**config.mk**
```make
export PLATFORM = sky130hd
export DESIGN_NAME = shift_normalizer
export DESIGN_NICKNAME = d
export VERILOG_FILES = /design/src/rtl/shifter_pkg.sv /design/src/rtl/shift_normalizer.sv
export SDC_FILE = /design/constraint.sdc
export NUM_CORES = 1
export LEC_CHECK = 0
export ABC_AREA = 1
export BUFFER_PORTS_ARGS = -buffer_cell sky130_fd_sc_hd__buf_2
export CORE_MARGIN = 1
export CORE_UTILIZATION = 49
export CTS_BUF_LIST = sky130_fd_sc_hd__clkbuf_16
export DETAILED_ROUTE_END_ITERATION = 7
export GPL_ROUTABILITY_DRIVEN = 0
export PLACE_DENSITY = 0.7
export REMOVE_ABC_BUFFERS = 1
export SLEW_MARGIN = 20
export SYNTH_ARGS = -nofsm -noshare
export SYNTH_HDL_FRONTEND = slang
export SYNTH_SLANG_ARGS = --single-unit
```
**constraint.sdc**
```tcl
create_clock -name clk -period 2 [get_ports clk]
set_clock_uncertainty 0.15 [all_clocks]
set_input_delay 0.3 -clock clk [delete_from_list [all_inputs] [get_ports clk]]
set_output_delay 0.3 -clock clk [all_outputs]
set_load 0.01 [all_outputs]
```
**src/rtl/shifter_pkg.sv**
```systemverilog
// Shared constants for the shifter datapath blocks: default widths,
// normalizer FSM state encoding and normalize-direction codes.
package shifter_pkg;

  localparam int WIDTH = 8;
  localparam int SHW   = 3;

  localparam logic [1:0] ST_IDLE = 2'd0;
  localparam logic [1:0] ST_SCAN = 2'd1;
  localparam logic [1:0] ST_DONE = 2'd2;

  localparam logic DIR_LEFT  = 1'b0;
  localparam logic DIR_RIGHT = 1'b1;

endpackage

```
**src/rtl/shift_normalizer.sv**
```systemverilog
// Iterative normalizer: shifts the first set bit to MSB (left) or LSB (right), one bit per cycle.
// Latency k+2 cycles start-to-done for k zeros (1 for a zero operand); start is ignored while busy.
module shift_normalizer
  import shifter_pkg::*;
#(
  parameter int WIDTH = shifter_pkg::WIDTH,
  parameter int SHW   = shifter_pkg::SHW
) (
  input  logic             clk,
  input  logic             rst_n,
  input  logic             start,
  input  logic             norm_dir,
  input  logic [WIDTH-1:0] in,
  output logic             busy,
  output logic             done,
  output logic [WIDTH-1:0] out,
  output logic [SHW-1:0]   sh,
  output logic             zero
);

  logic [1:0]       state_q, state_d;
  logic [WIDTH-1:0] work_q, work_d;
  logic [WIDTH-1:0] out_q, out_d;
  logic [SHW-1:0]   cnt_q, cnt_d;
  logic [SHW-1:0]   sh_q, sh_d;
  logic             dir_q, dir_d;
  logic             zero_q, zero_d;
  logic             tgt;

  assign tgt = (dir_q == DIR_LEFT) ? work_q[WIDTH-1] : work_q[0];

  always_ff @(posedge clk) begin
    if (!rst_n) begin
      state_q <= ST_IDLE;
    end else begin
      state_q <= state_d;
    end
  end

  always_comb begin
    state_d = state_q;
    case (state_q)
      ST_IDLE: begin
        if (start) begin
          state_d = (in == '0) ? ST_DONE : ST_SCAN;
        end
      end
      ST_SCAN: begin
        if (tgt) begin
          state_d = ST_DONE;
        end
      end
      ST_DONE: state_d = ST_IDLE;
      default: state_d = ST_IDLE;
    endcase
  end

  always_comb begin
    busy = (state_q != ST_IDLE);
    done = (state_q == ST_DONE);
  end

  // Result registers only move on completion, so they hold across a new start.
  always_comb begin
    work_d = work_q;
    dir_d  = dir_q;
    cnt_d  = cnt_q;
    out_d  = out_q;
    sh_d   = sh_q;
    zero_d = zero_q;
    case (state_q)
      ST_IDLE: begin
        if (start) begin
          work_d = in;
          dir_d  = norm_dir;
          cnt_d  = '0;
          if (in == '0) begin
            zero_d = 1'b1;
            out_d  = '0;
            sh_d   = '0;
          end
        end
      end
      ST_SCAN: begin
        if (tgt) begin
          out_d  = work_q;
          sh_d   = cnt_q;
          zero_d = 1'b0;
        end else begin
          work_d = (dir_q == DIR_LEFT) ? {work_q[WIDTH-2:0], 1'b0}
                                       : {1'b0, work_q[WIDTH-1:1]};
          cnt_d  = cnt_q + 1'b1;
        end
      end
      default: ;
    endcase
  end

  always_ff @(posedge clk) begin
    if (!rst_n) begin
      work_q <= '0;
      dir_q  <= 1'b0;
      cnt_q  <= '0;
      out_q  <= '0;
      sh_q   <= '0;
      zero_q <= 1'b0;
    end else begin
      work_q <= work_d;
      dir_q  <= dir_d;
      cnt_q  <= cnt_d;
      out_q  <= out_d;
      sh_q   <= sh_d;
      zero_q <= zero_d;
    end
  end

  assign out  = out_q;
  assign sh   = sh_q;
  assign zero = zero_q;

endmodule
```
==> metrics.txt <==
status=complete, no violations; worst r2r src=dir_q; PnR worst setup slack=0.295 ns; final cell count without fillers=238; f_max=586 MHz; CTS tree=done; reg2reg path depth=8; post-route ant nets=0; max-slew violations=0; sequential cell area=520 um2; Worst setup SP type=flop; PortBufs=25; residual DRC count=0; critical path endpoint category=flop; gr ovfl total=0; crit path DAT=1.74 ns; Worst EP required=2.03 ns; Clk pin slew, worst setup/hold paths=0.06 ns; Detailed Route Iter0 Violations=34; pin count of the biggest net entering global routing=20; reg-to-reg slack, setup=0.29 ns; die area=0.00283 mm2; worst min-delay path class=primary input to flop; RSZ-0062 raised after global routing=false; H-tree depth=1; starting density of the core=51.8%; Distinct cells, synth=26; CTS Buf Count=3; clock latency on the worst-skew pair=0.26 ns; fin nets=222; Pre-antenna DRT Iters=4; IO Count=26; syn avg cell area=6.98 um2; Fin. Hold Viols=0; YS warnings=0; sequential fraction of the synthesis area=40.5%; Worst-Margin Slew=0.421 ns; Yosys reg bits=26; clock sink count=26; setup bufs post-CTS=0; # placed instances=234; root buffer cell=clkbuf_16; die width=53.2 um; Wirelength per Cell=12.5 um; Hold Slack=0.170 ns; Leak Pwr=0.726 nW; share of layout cells above drive strength 1=21.2%; vias in the first global route=1135; Power Density=1020 mW/mm2; hold endpoint=dir_q; count of final setup violators=0; commonest cells after routing, fill and taps aside=44 x nand2_1, 26 x nor2_1, 26 x dfxtp_1; first-pass GRT wire length=4.94 mm; multi-input logic area=667 um2; mapped cell area=0.00128 mm2; most common cell after layout, fill and taps aside=nand2_1; global-route usage over all layers=24.6%; final wirelength=2.98 mm; Hold Crit Depth=3; synthesized instance count=184; min Tclk post-route=1.71 ns; max_slew headroom=71.6%; crit-path max FO=14; antenna violations before repair=0; Setup TNS=0 ns; num rows=18; crit path kind=flop to flop; CORE AREA=0.00248 mm2; CTS max path bufs=2; mean number of vias per cell=5.34; Max Cap Viol=0; fin crit share=85.3%; Layout fillers=222; hold path start=norm_dir; Post-DP HPWL=2.15 mm; Die H=53.2 um; Final Power=0.00155 W; Area Growth Syn to Fin=19.2%; # diodes=0; DR vias=1271; post-CTS sizing=0; RR Endpoint=work_q[3]; Hold-fix buffers, CTS=0; Worst IR Drop VDD=0.731 mV; DP Worst Slack=0.198 ns
final cells by class:
type / count / area share (%)
Tap cell: 30 / 2.45
Sequential cell: 26 / 34.0
Inverter: 16 / 3.92
Multi-Input combinational cell: 135 / 43.6
Clock buffer: 3 / 4.91
Timing Repair Buffer: 27 / 9.16
Clock inverter: 1 / 1.96
metal layers:
layer / GRT usage (%) / vias up / share of wire [%]
met3: 3.45 / 7 / 6.0
met1: 29.7 / 577 / 46
met5: 0 / - / 0
li1: - / 640 / -
met2: 42.6 / 47 / 47
met4: 11.0 / 0 / 1.7
power by group:
| part | internal (W) | switching, W |
|---|---|---|
| Sequential | 0.000574 | 0.0000452 |
| Combinational | 0.000124 | 0.000230 |
| Clock | 0.000398 | 0.000182 |
| Total | 0.00110 | 0.000457 |
stage by stage:
stage / area (um2) / utilization (%)
2_1_floorplan: 1240 / -
3_3_place_gp: 1420 / 57.4
3_5_place_dp: 1420 / 57.4
4_1_cts: 1530 / 61.7
5_1_grt: 1530 / 61.8
6_report: 1530 / 61.8
how the worst max path moves through the flow:
stage	start	to	slack [ns]	cells past startpoint
global placement	dir_q	work_q[5]	0.32	8
CTS	dir_q	work_q[3]	0.19	8
global route	dir_q	work_q[3]	0.12	8
detailed placement	dir_q	work_q[3]	0.20	8
floorplan	state_q[0]	cnt_q[1]	0.37	7
finish	dir_q	work_q[3]	0.29	8
Yosys cell counts, drive strengths merged:
| master | instances | area (um2) |
|---|---|---|
| nor3 | 2 | 10.0 |
| o21a | 1 | 7.51 |
| xor2 | 1 | 8.76 |
| nand2 | 51 | 221 |
| a22oi | 2 | 15.0 |
| o21ai | 20 | 111 |
| dfxtp | 26 | 521 |
| a21oi | 14 | 81.3 |
| clkbuf | 3 | 11.3 |
| nand4 | 3 | 18.8 |
| nand3b | 1 | 7.51 |
| buf | 4 | 27.5 |
| nor2 | 27 | 109 |
| ha | 1 | 12.5 |
| nand3 | 11 | 55.1 |
| or2 | 1 | 6.26 |
| inv | 16 | 60.1 |
flip-flops by register name (all words and copies together), names as in the netlist:
signal   cells
out          8
work_q       8
cnt_q        3
sh           3
state_q      2
dir_q        1
zero         1
critical path, stage by stage (launching register included):
cell	delay [ns]
dfxtp_1	0.44
inv_2	0.15
nand2_4	0.09
nand2_4	0.06
nand2_1	0.13
nand2_2	0.19
inv_2	0.19
nand2_1	0.07
a21oi_1	0.16
kinds of logic (layout without fill, tap and decap cells):
logic type / after synthesis / after routing / synth area share, %
buf+inv: 23 / 47 / 7.70
compound gates: 37 / 37 / 16.8
simple gates: 96 / 96 / 33.3
xor+xnor: 1 / 1 / 0.682
fa+ha+maj: 1 / 1 / 0.975
flops: 26 / 26 / 40.5
Power figures use the tool's default switching activity.
